==> src/rtl/mm_stream_sequencer.sv <==
// Stream front/back end for the 2x2 matrix-multiply controller: turns 8 operand bytes
// into load strobes, waits for a fresh done edge, then reads and streams out C0..C3.
module mm_stream_sequencer #(
    parameter int unsigned DATA_W      = 8,
    parameter int unsigned TIMEOUT_CYC = 255
) (
    input  logic              clk,
    input  logic              rst_n,
    input  logic              in_valid,
    output logic              in_ready,
    input  logic [DATA_W-1:0] in_data,
    output logic              load_en,
    output logic              load_sel_ab,
    output logic [1:0]        load_index,
    output logic [DATA_W-1:0] load_data,
    input  logic              mm_done,
    output logic              output_en,
    output logic [1:0]        output_sel,
    input  logic [DATA_W-1:0] result_data,
    output logic              out_valid,
    input  logic              out_ready,
    output logic [DATA_W-1:0] out_data,
    output logic              busy,
    output logic              err
);

    typedef enum logic [2:0] {S_LOAD, S_WAIT, S_FETCH, S_SEND, S_ERR} state_t;

    localparam logic [15:0] WAIT_LAST = 16'(TIMEOUT_CYC - 1);

    state_t            state_q, state_d;
    logic [2:0]        ld_cnt_q, ld_cnt_d;
    logic [1:0]        rd_idx_q, rd_idx_d;
    logic [15:0]       wait_cnt_q, wait_cnt_d;
    logic              done_q, done_d;
    logic [DATA_W-1:0] out_data_q, out_data_d;
    logic              out_valid_q, out_valid_d;
    logic              err_q, err_d;

    always_ff @(posedge clk or negedge rst_n) begin
        if (!rst_n) begin
            state_q     <= S_LOAD;
            ld_cnt_q    <= '0;
            rd_idx_q    <= '0;
            wait_cnt_q  <= '0;
            done_q      <= 1'b0;
            out_data_q  <= '0;
            out_valid_q <= 1'b0;
            err_q       <= 1'b0;
        end else begin
            state_q     <= state_d;
            ld_cnt_q    <= ld_cnt_d;
            rd_idx_q    <= rd_idx_d;
            wait_cnt_q  <= wait_cnt_d;
            done_q      <= done_d;
            out_data_q  <= out_data_d;
            out_valid_q <= out_valid_d;
            err_q       <= err_d;
        end
    end

    always_comb begin
        state_d     = state_q;
        ld_cnt_d    = ld_cnt_q;
        rd_idx_d    = rd_idx_q;
        wait_cnt_d  = wait_cnt_q;
        done_d      = mm_done;
        out_data_d  = out_data_q;
        out_valid_d = out_valid_q;
        err_d       = err_q;
        in_ready    = 1'b0;
        load_en     = 1'b0;
        output_en   = 1'b0;
        output_sel  = '0;

        case (state_q)
            S_LOAD: begin
                in_ready = 1'b1;
                // Gated by rst_n so an async reset kills the strobe in the same cycle.
                load_en  = in_valid & rst_n;
                if (in_valid) begin
                    ld_cnt_d = ld_cnt_q + 3'd1;
                    if (ld_cnt_q == 3'd7) state_d = S_WAIT;
                end
            end
            S_WAIT: begin
                // A done edge on the final timeout cycle still wins over the error.
                if (mm_done && !done_q) begin
                    state_d    = S_FETCH;
                    rd_idx_d   = '0;
                    wait_cnt_d = '0;
                end else if (wait_cnt_q == WAIT_LAST) begin
                    state_d    = S_ERR;
                    err_d      = 1'b1;
                    wait_cnt_d = '0;
                end else begin
                    wait_cnt_d = wait_cnt_q + 16'd1;
                end
            end
            S_FETCH: begin
                output_en   = 1'b1;
                output_sel  = rd_idx_q;
                out_data_d  = result_data;
                out_valid_d = 1'b1;
                state_d     = S_SEND;
            end
            S_SEND: begin
                if (out_ready) begin
                    out_valid_d = 1'b0;
                    if (rd_idx_q == 2'd3) begin
                        rd_idx_d = '0;
                        state_d  = S_LOAD;
                    end else begin
                        rd_idx_d = rd_idx_q + 2'd1;
                        state_d  = S_FETCH;
                    end
                end
            end
            S_ERR: state_d = S_ERR;
            default: state_d = S_LOAD;
        endcase
    end

    assign load_sel_ab = ld_cnt_q[2];
    assign load_index  = ld_cnt_q[1:0];
    assign load_data   = load_en ? in_data : '0;
    assign busy        = !((state_q == S_LOAD) && (ld_cnt_q == 3'd0));
    assign err         = err_q;
    assign out_valid   = out_valid_q;
    assign out_data    = out_data_q;

endmodule

==> config.mk <==
export PLATFORM = sky130hd
export DESIGN_NAME = mm_stream_sequencer
export DESIGN_NICKNAME = d
export VERILOG_FILES = /design/src/rtl/mm_stream_sequencer.sv
export SDC_FILE = /design/constraint.sdc
export NUM_CORES = 1
export LEC_CHECK = 0
export CAP_MARGIN = 20
export CORE_UTILIZATION = 44
export CTS_CLUSTER_DIAMETER = 120
export CTS_CLUSTER_SIZE = 14
export DETAILED_ROUTE_END_ITERATION = 7
export GPL_TIMING_DRIVEN = 0
export PLACE_DENSITY = 0.76
export REMOVE_ABC_BUFFERS = 1
export SYNTH_ARGS = -nofsm -noshare
export SYNTH_HDL_FRONTEND = slang
export SYNTH_SLANG_ARGS = --single-unit
==> constraint.sdc <==
create_clock -name clk -period 1.6 [get_ports clk]
set_input_delay 0.24 -clock clk [delete_from_list [all_inputs] [get_ports clk]]
set_output_delay 0.24 -clock clk [all_outputs]
set_load 0.1 [all_outputs]
-- Word level (Yosys, flattened, before mapping)
Cells that the tools add are included.
- word-level logic and storage cells: 58
- register bits after elaboration: 35
- input bits: 21
- output and inout port bits: 27
- eq/ne operators: 12
- add/sub/neg operators: 3
- bitwise gates (word level): 2
- reductions and logical operators: 13
- multiplexer cells: 20
- operators by type and width (cell ; number):
    $mux W16 ; 2
    $add A16 B1 Y16 const B ; 1
    $eq A16 B8 Y1 const B ; 1
    $mux W3 ; 5
    $pmux W3 S5 ; 1
    $mux W2 ; 5
    $mux W8 ; 1
    $ne A2 B2 Y1 const B ; 4
    $eq A3 B2 Y1 const B ; 2
    $eq A3 B3 Y1 const B ; 2
    $logic_not A3 Y1 ; 2
    $reduce_and A3 Y1 ; 2
    $mux W1 ; 4
    $pmux W2 S2 ; 1
    $reduce_and A2 Y1 ; 2
    $reduce_and A4 Y1 ; 1
    $reduce_bool A2 Y1 ; 2
    $add A3 B1 Y3 const B ; 1
    $eq A3 B1 Y1 const B ; 1
    $ne A3 B3 Y1 const B ; 1
    $add A2 B1 Y2 const B ; 1
    $eq A2 B2 Y1 const B ; 1
    $logic_and A1 B1 Y1 ; 2
    $logic_not A1 Y1 ; 2
    3 further kinds ; 3

-- Longest topological paths before layout
Gate-level depths: netlist of run 1.
- depth after elaboration: 4
- mapped depth: 8

-- Least setup slack after synthesis of run 1
OpenSTA, ideal clock, no wires.
- path kind: register to output
- start point: register state_q[1]
- end point: output port load_data[0]
- required time: 1.360 ns
- path buffers: 2
- cell stages (with the launch flop): 6
- arrival: 4.909 ns
- setup slack: -3.549 ns
- cell sequence: dfrtp_1 > buf_2 > nor3_1 > and3_1 > clkbuf_1 > and2_1
- longest elaborated chain between the ends: 3
- RTL lines (what ; line ; source):
    start, declared ; 31 ; state_t state_q, state_d;
    start signal, assigned ; 51 ; state_q <= state_d;
    $logic_not A3 Y1 ; 76 ; case (state_q)
    $mux W1 ; 76 ;
    net load_en ; 12 ; output logic load_en,
    $mux W8 ; 126 ; assign load_data = load_en ? in_data : '0;
    end, declared ; 15 ; output logic [DATA_W-1:0] load_data,
The timed path passes the listed nets, and every way through them passes these cells.

-- Worst setup path after layout of run 1
- start point: register wait_cnt_q[0]
- end point: register wait_cnt_q[12]
- longest elaborated chain between the ends: 3
- elaborated cells on any way between the ends: 4
- those cells by class: add/sub: 1; eq/ne: 1; mux: 2
- RTL lines (what ; line ; source):
    start, declared ; 34 ; logic [15:0] wait_cnt_q, wait_cnt_d;
    start signal, assigned ; 54 ; wait_cnt_q <= wait_cnt_d;
    $add A16 B1 Y16 or $eq A16 B8 Y1 (tied branches) ; 97, 92 ;
    $mux W16 * ; 92 ; end else if (wait_cnt_q == WAIT_LAST) begin
    $mux W16 * ; 88 ; if (mm_done && !done_q) begin
Mark *: on every way between the ends. The rest lies on a longest branch, timed or not.
A chain may end at the register's enable or synchronous reset.

==> out/results.ini, run 1 <==
[die]
fp.dieW_um = 67.4
die_h_um = 67.4
row_count = 23
start_util = 0.464
core_mm2 = 0.00406
io_pins = 48
die_area_mm2 = 0.00455

[logic_synthesis]
synth_top_area_share = 0.465
synth_commonest_cells = 35 x dfrtp_1, 17 x nand2_1, 12 x and2_1, 10 x mux2_2, 10 x nand3_1
synth_cell_types = 45
synth_seq_cells = 35
synth.most_common_cell = dfrtp_1
synth_seq_area_share = 0.465
ys_warn_count = 0
ys_async_sr_fraction = 1.00
synth_largest_area_cell = dfrtp_1
yosys-top-cells-area = dfrtp_1 47%, mux2_2 6.0%, and2_1 4.0%
synth_edf_count = 0
syn_avg_cell_area_um2 = 10.2
synthCells = 185
synth-main-ff-cell = dfrtp_1
synth_area_mm2 = 0.00188

[detailed_routing]
via_per_inst = 5.73
wire_per_inst_um = 17.5
routed_wl_mm = 5.53
firstDrtPassIters = 4
route.vias.total = 1805
drcViolationCount = 0
drt_iter0_drc = 93
drtAntennaViolNets = 0

[grt]
antenna_found_initial = 0
grt_max_degree = 38
grt_pass1_wl_mm = 8.27
grt_pass1_vias = 1763
overflow = 0
grt_usage = 0.249

[run]
cap_violations = 0

[cells_and_area]
drive_gt1_frac = 0.479
post-route-util = 0.767
syn_to_final_growth_pct = 65.2
final_area_mm2 = 0.00311
layout.nets = 291
final.fill_count = 232
antenna_cells = 0

[power_and_ir_drop]
p_total_mw = 1.79
max-vdd-ir-drop_uv = 392
p_per_area_mw_per_mm2 = 575
p_leak_nw = 1.34

[clock_network]
clk_latency_ps = 300
cts_sinks = 35
numCtsBuffers = 5
cts_tree = done
root_buffer = clkbuf_8
clkTransAtPathRegs_ps = 80
htree_levels = 2
clock_path_buffers = 2

[placed_design]
dp.final_hpwl_mm = 2.61
post_dp_cell_area_mm2 = 0.00238
gp_congestion = 0.770
portBuffers = 47
place_ws_ps = -1280

[sta]
setup_viol = 31
fin_skew_ps = 9.97
rsz0062_at_grt = yes
worst_slew_margin_rel = 0.629
finalMaxSlewViolations = 0
layout_setup_ws_ps = -278
hold_viol = 35
fmax_ghz = 0.532
tightest_slew_ps = 559
period_minus_slack_ps = 1880
hold_ws_ps = -103
fin_crit_sh = 1.17

[critical_path]
path_class = reg2reg
cp.required_ps = 1780
cp_max_fo = 5
arrival_ps = 2060
cp-start-kind = flop
rr_worst_depth = 10
crit_path_start = wait_cnt_q[0]
reg2reg_from = wait_cnt_q[0]
cp-end-kind = flop

[outcome]
status = complete, but fails checks
violations = hold timing, setup timing

[worst_hold_path]
hold_class = in2async

==> critical path: stages, from the launching register on <==
cell,delay (ps)
dfrtp_2,430
inv_2,70
ha_4,110
nor4b_4,180
nand4_1,150
buf_6,160
o21ai_4,230
buf_6,140
buf_12,90
nor4_4,30
a21o_1,150
==> flip-flops by register name, summed over array words and instances, names as in the netlist <==
| signal | flops |
|---|---|
| wait_cnt_q | 16 |
| out_data | 8 |
| ld_cnt_q | 3 |
| state_q | 3 |
| rd_idx_q | 2 |
| done_q | 1 |
| err | 1 |
| out_valid | 1 |
==> layer usage <==
metal | vias to the layer above | global-route usage | part of all wire
met4 | 0 | 0.0984 | 0.018
met2 | 82 | 0.429 | 0.51
met3 | 13 | 0.0845 | 0.075
met5 | - | 0 | 0
met1 | 877 | 0.280 | 0.39
li1 | 833 | - | -
==> logic make-up (layout without fill, tap and decap cells) <==
logic type	after synthesis	in the layout	share of synthesized area
compound gates	42	43	0.168
fa+ha+maj	6	6	0.0399
buf+inv	15	93	0.0372
mux	10	10	0.0598
flops	35	35	0.465
xor+xnor	1	1	0.00465
simple gates	76	77	0.225
==> layout make-up <==
type | instances | area [um^2] | area share
Tap cell | 50 | 62.6 | 0.0201
Multi-Input combinational cell | 137 | 1140 | 0.367
Timing Repair Buffer | 76 | 873 | 0.281
Clock buffer | 5 | 68.8 | 0.0221
Inverter | 9 | 33.8 | 0.0109
Sequential cell | 35 | 887 | 0.285
Clock inverter | 3 | 43.8 | 0.0141
==> metrics by stage <==
| stage | setup TNS, ps | std cells | hold slack (ps) |
|---|---|---|---|
| floorplan | -70560 | 179 | -55.6 |
| global placement | -58280 | 276 | 460 |
| detailed placement | -26210 | 277 | 369 |
| CTS | -4670 | 311 | -94.4 |
| global route | -8040 | 315 | -77.8 |
| finish | -5770 | 315 | -103 |
==> power breakdown <==
group	internal [mW]	switching [mW]	leakage, nW	total, mW
logic	0.0456	0.0419	0.846	0.0876
clock network	0.464	0.351	0.0581	0.814
registers	0.886	0.000913	0.440	0.887
==> cells in the final DEF (no fill, tap or decap), types with 3 or more instances in the layout <==
cell and instances:
o311ai_2 3, clkdlybuf4s50_1 19, mux2_2 10, buf_12 12
and2_4 10, inv_1 8, nor2b_1 3, nand4_1 3
and3_1 3, nand3_2 3, ha_1 5, nand2_1 16
dfrtp_2 9, or3_1 5, a21o_1 4, o21ai_1 6
nor2_1 6, dfrtp_1 26, buf_6 16, nand3_1 7
a21oi_1 7, buf_4 15, clkbuf_8 5, o21ai_0 4
clkdlybuf4s15_2 12
==> what timing repair did <==
| action | 4_1_cts | 5_1_grt |
|---|---|---|
| endpoints found under the setup margin | 56 | 36 |
| pin swaps | 27 | 12 |
| gates cloned | 2 | 0 |
| hold endpoints to repair | 35 | 35 |
| gates resized for setup | 209 | 25 |
| buffers inserted | 24 | 6 |
==> worst paths after layout <==
kind | to | slack (ps)
max in group asynchronous | wait_cnt_q[9] | 1340
hold / removal | out_data[0] | -100
min in group clk | done_q | 430
setup reg to reg | wait_cnt_q[12] | -280
hold reg to reg | err | 480
setup / recovery | wait_cnt_q[12] | -280
Power figures use the tool's default switching activity.
==> run 2, diff against run 1 <==
- CORE_UTILIZATION: 44 -> 52
- PLACE_DENSITY: 0.76 -> 0.84
- clock period: 1.6 -> 2.24 ns (I/O delays scaled with it)
==> run 2 against run 1 <==
The run now ends clean. Global-route usage barely moved. Cell area fell by 17%. Critical path depth is 7 lower. Largest cell class unchanged.
==> out/results.ini, run 2 (synthesis results as in run 1) <==
[outcome]
status = completed

[detailed_routing]
firstDrtPassIters = 4  ; unchanged
wire_per_inst_um = 16.2  ; -7.4%
route.vias.total = 1678  ; -7.0%
drt_iter0_drc = 82  ; -12%
via_per_inst = 5.83  ; +1.7%
drtAntennaViolNets = 0  ; unchanged
routed_wl_mm = 4.68  ; -15%
drcViolationCount = 0  ; unchanged

[sta]
finalMaxSlewViolations = 0  ; unchanged
tightest_slew_ps = 981  ; +422 ps
fin_skew_ps = 5.21  ; -4.76 ps
period_minus_slack_ps = 2190
fmax_ghz = 0.457
rsz0062_at_grt = no
worst_slew_margin_rel = 0.345  ; -0.284
fin_crit_sh = 0.976
hold_viol = 0  ; -100%
setup_viol = 0  ; -100%

[critical_path]
crit_family = buffers and inverters
cp-start-kind = flop
cp.required_ps = 1900  ; +120 ps
path_class = reg2out
cp_num_buf_inv = 2  ; -2
cp_max_fo = 11  ; +6
crit_chain = nor3b_4, buf_4, clkdlybuf4s15_2
cp_slowest_cell = clkdlybuf4s15_2
max_stage_delay_ps = 560  ; +130 ps
arrival_ps = 1850  ; -210 ps
cp-end-kind = output pin

[cells_and_area]
largest_reg_flops = 16  ; unchanged
layout_commonest_cell = dfrtp_1
regMostFlops = wait_cnt_q
syn_to_final_growth_pct = 37.8
layout_common_cells = 32 x dfrtp_1, 24 x clkdlybuf4s50_1, 17 x nand2_1
fin_cells = 288  ; -8.6%
multi_input_area_um2 = 962  ; -16%
regArea_um2 = 880  ; -0.85%
post-route-util = 0.766  ; -0.00129
final.fill_count = 217  ; -6.5%
drive_gt1_frac = 0.231  ; -0.248
antenna_cells = 0  ; unchanged
layout.nets = 268  ; -7.9%

[power_and_ir_drop]
p_per_area_mw_per_mm2 = 488  ; -15%
max-vdd-ir-drop_uv = 374  ; -4.4%
p_leak_nw = 1.28  ; -4.4%

[die]
fp.dieW_um = 62.2  ; -7.8%
die_h_um = 62.2  ; -7.8%
io_pins = 48  ; unchanged
core_mm2 = 0.00339  ; -16%
die_area_mm2 = 0.00387  ; -15%
start_util = 0.556  ; +0.0915
row_count = 21  ; -8.7%

[clock_network]
htree_levels = 2  ; unchanged
cts_tree = done
cts_sinks = 35  ; unchanged
numCtsBuffers = 5  ; unchanged
clock_path_buffers = 2  ; unchanged
clkTransAtPathRegs_ps = 110  ; +30 ps
root_buffer = clkbuf_4
clk_latency_ps = 350  ; +50 ps

[placed_design]
portBuffers = 47  ; unchanged
dp.cells = 273  ; -1.4%
gp_congestion = 0.806  ; +4.6%
dp.final_hpwl_mm = 3.00  ; +15%

[grt]
overflow = 0  ; unchanged
grt_pass1_wl_mm = 7.60  ; -8.2%
antenna_found_initial = 0  ; unchanged
grt_usage = 0.248  ; -0.000249
grt_pass1_vias = 1634  ; -7.3%
grt_max_degree = 37  ; -2.6%

[worst_hold_path]
hold_class = in2reg

[run]
cap_violations = 0  ; unchanged

[run 2: cell types whose count changed in the layout (fill, tap and decap cells not counted), moves of 6 or more]
cell,before,now
buf_6,16,7
and2_1,2,12
and2_4,10,0
buf_12,12,0
clkdlybuf4s15_2,12,3
clkbuf_4,0,6
dfrtp_1,26,32
buf_4,15,8
dfrtp_2,9,3
dlymetal6s2s_1,0,7
[run 2: layout make-up]
class | count | share of cell area
repair buffers | 55 | 0.215
clock buffers | 5 | 0.0145
clock inverters | 3 | 0.0260
flip-flops and latches | 35 | 0.339
inverters | 9 | 0.0130
multi-input cells | 135 | 0.371
well taps | 46 | 0.0222
[run 2: repair_timing]
item,CTS,global route
pin swaps,0,1
resized for setup,87,15
buffers inserted,1,4
hold endpoints to repair,0,21
hold buffers,0,2
endpoints found under the setup margin,15,28
[run 2: worst register-to-register path, stage by stage, from the launching register on]
cell and delay [ps]:
dfrtp_1 450, inv_1 80, ha_1 130, nor4b_1 270
nand4_1 270, o21ai_4 330, buf_4 200, a2bb2oi_2 140
o41ai_2 80
[run 2: layer usage]
metal	part of all wire	up-vias	GRT usage
met1	0.38	798	0.287
met3	0.066	18	0.0662
met5	0	-	0
li1	-	784	-
met2	0.53	78	0.434
met4	0.032	0	0.102
[run 2: path summary, 6_finish.rpt]
path,start,end,slack (ps),cells past startpoint
max in group asynchronous,rst_n,state_q[2],920,2
worst min register to register,out_valid,out_valid,490,1
worst max register to register,wait_cnt_q[0],wait_cnt_q[10],170,8
min in group asynchronous,rst_n,state_q[1],600,2
worst max-delay path,state_q[1],output_en,50,3
worst min-delay path,mm_done,done_q,450,1
[run 2: power by group]
group | internal (mW) | leakage [nW] | switching, mW
Sequential | 0.633 | 0.444 | 0.000615
Clock | 0.347 | 0.0514 | 0.222
Combinational | 0.0348 | 0.789 | 0.0284
[run 2: through the flow]
stage	cell area [um^2]	power, mW	setup slack [ps]	setup TNS [ps]	hold WS [ps]
5_1_grt	2590	1.31	2.26	0	449
4_1_cts	2510	1.27	3.83	0	79.5
3_5_place_dp	2380	0.706	-860	-9460	458
3_3_place_gp	2370	0.706	-1710	-18820	467
2_1_floorplan	1850	0.656	-2760	-53010	40.4
6_report	2590	1.27	53.1	0	455
==> run 3, diff against run 2 <==
- MAX_ROUTING_LAYER: not set -> met4
==> run 3 against run 2 <==
Critical path depth is the same. Global-route usage grew 0.81 points. Routed wire length grew 0.41%. Combinational power is essentially flat. First-iteration DRC count shrank 23%. Worst setup slack lost 2.4 ps. Cell count is the same.
==> out/results.ini, run 3 (synthesis results as in run 1) <==
[critical_path]
arrival_ps = 1850  ; about the same
r2r_slack_ps = 160  ; about the same
max_stage_delay_ps = 560  ; about the same
cp-start-kind = flop
cp-end-kind = output pin
crit_cells = 3  ; unchanged
cp_max_fo = 11  ; unchanged
rr_endpoint = wait_cnt_q[10]
crit_family = buffers and inverters
cp_num_buf_inv = 2  ; unchanged
endpoint = output_en
reg2reg_from = wait_cnt_q[0]
rr_worst_depth = 8  ; unchanged
crit_path_start = state_q[1]
cp.required_ps = 1900  ; about the same
crit_chain = nor3b_4, buf_4, clkdlybuf4s15_2
path_class = reg2out
cp_slowest_cell = clkdlybuf4s15_2

[placed_design]
post_dp_cell_area_mm2 = 0.00238  ; unchanged
gp_congestion = 0.818  ; +1.5%
place_ws_ps = -860  ; unchanged
dp.cells = 273  ; unchanged
portBuffers = 47  ; unchanged
dp.final_hpwl_mm = 3.00  ; unchanged

[sta]
fmax_ghz = 0.457  ; -0.11%
fin_crit_sh = 0.977  ; +0.00107
rsz0062_at_grt = no
hold_viol = 0  ; unchanged
layout_setup_ws_ps = 50.7  ; -2.40 ps
finalMaxSlewViolations = 0  ; unchanged
worst_slew_margin_rel = 0.345  ; unchanged
period_minus_slack_ps = 2190  ; +2.40 ps
hold_ws_ps = 456  ; +1.27 ps
tightest_slew_ps = 981  ; unchanged
fin_skew_ps = 4.00  ; -1.21 ps
setup_viol = 0  ; unchanged
fin_tns_setup_ps = 0  ; unchanged

[grt]
antenna_found_initial = 0  ; unchanged
grt_pass1_vias = 1635  ; +0.061%
grt_pass1_wl_mm = 7.61  ; +0.18%
grt_usage = 0.256  ; +0.00812
grt_max_degree = 37  ; unchanged
overflow = 0  ; unchanged

[detailed_routing]
drt_iter0_drc = 63  ; -23%
wire_per_inst_um = 16.3  ; +0.41%
drcViolationCount = 0  ; unchanged
firstDrtPassIters = 4  ; unchanged
routed_wl_mm = 4.70  ; +0.41%
route.vias.total = 1659  ; -1.1%
via_per_inst = 5.76  ; -1.1%
drtAntennaViolNets = 0  ; unchanged

[cells_and_area]
final_area_mm2 = 0.00259  ; unchanged
layout_common_cells = 32 x dfrtp_1, 24 x clkdlybuf4s50_1, 17 x nand2_1
post-route-util = 0.766  ; unchanged
antenna_cells = 0  ; unchanged
syn_to_final_growth_pct = 37.8  ; unchanged
layout_commonest_cell = dfrtp_1
largest_reg_flops = 16  ; unchanged
drive_gt1_frac = 0.231  ; unchanged
layout.nets = 268  ; unchanged
fin_cells = 288  ; unchanged
final.fill_count = 217  ; unchanged
regMostFlops = wait_cnt_q

[power_and_ir_drop]
max-vdd-ir-drop_uv = 375  ; +0.20%
p_leak_nw = 1.28  ; unchanged
p_per_area_mw_per_mm2 = 488  ; about the same
p_total_mw = 1.27  ; about the same

[worst_hold_path]
hold_class = in2reg
holdPathStages = 1  ; unchanged

[die]
fp.dieW_um = 62.2  ; unchanged
core_mm2 = 0.00339  ; unchanged
die_h_um = 62.2  ; unchanged
row_count = 21  ; unchanged
io_pins = 48  ; unchanged
die_area_mm2 = 0.00387  ; unchanged
start_util = 0.556  ; unchanged

[clock_network]
htree_levels = 2  ; unchanged
clk_latency_ps = 350  ; about the same
clkTransAtPathRegs_ps = 110  ; about the same
root_buffer = clkbuf_4
cts_sinks = 35  ; unchanged
clock_path_buffers = 2  ; unchanged
numCtsBuffers = 5  ; unchanged
cts_tree = done

[outcome]
status = completed

[run]
cap_violations = 0  ; unchanged

==> run 3: final cells by class <==
cell class,instances,area (um^2),share of cell area
clock buffers,5,37.5,0.0145
clock inverters,3,67.6,0.0260
inverters,9,33.8,0.0130
multi-input cells,135,962,0.371
flip-flops and latches,35,880,0.339
well taps,46,57.6,0.0222
repair buffers,55,557,0.215
==> run 3: how the worst min path moves through the flow <==
stage                  start       endpoint  slack (ps)
6_report             mm_done         done_q         460
5_1_grt              mm_done         done_q         450
4_1_cts                rst_n    out_data[3]          80
3_5_place_dp           rst_n    out_data[3]         460
3_3_place_gp   wait_cnt_q[6]  wait_cnt_q[6]         470
2_1_floorplan          rst_n         done_q          40
==> run 3: timing repair <==
action | in CTS | in global routing
hold buffers | 0 | 2
resized for setup | 87 | 15
pin swaps | 0 | 1
buffers inserted | 1 | 4
hold endpoints to repair | 0 | 21
setup endpoints to repair | 15 | 28
==> run 3: routing by layer <==
| layer | part of all wire | up-vias | track usage |
|---|---|---|---|
| li1 | - | 780 | - |
| met5 | 0 | - | - |
| met1 | 0.39 | 795 | 0.291 |
| met2 | 0.53 | 69 | 0.433 |
| met3 | 0.061 | 15 | 0.0662 |
| met4 | 0.028 | 0 | 0.102 |
==> run 3: where the power goes <==
part           internal [mW]  switching (mW)  total (mW)
logic                 0.0348          0.0283      0.0631
clock network          0.347           0.223       0.570
registers              0.633        0.000615       0.634
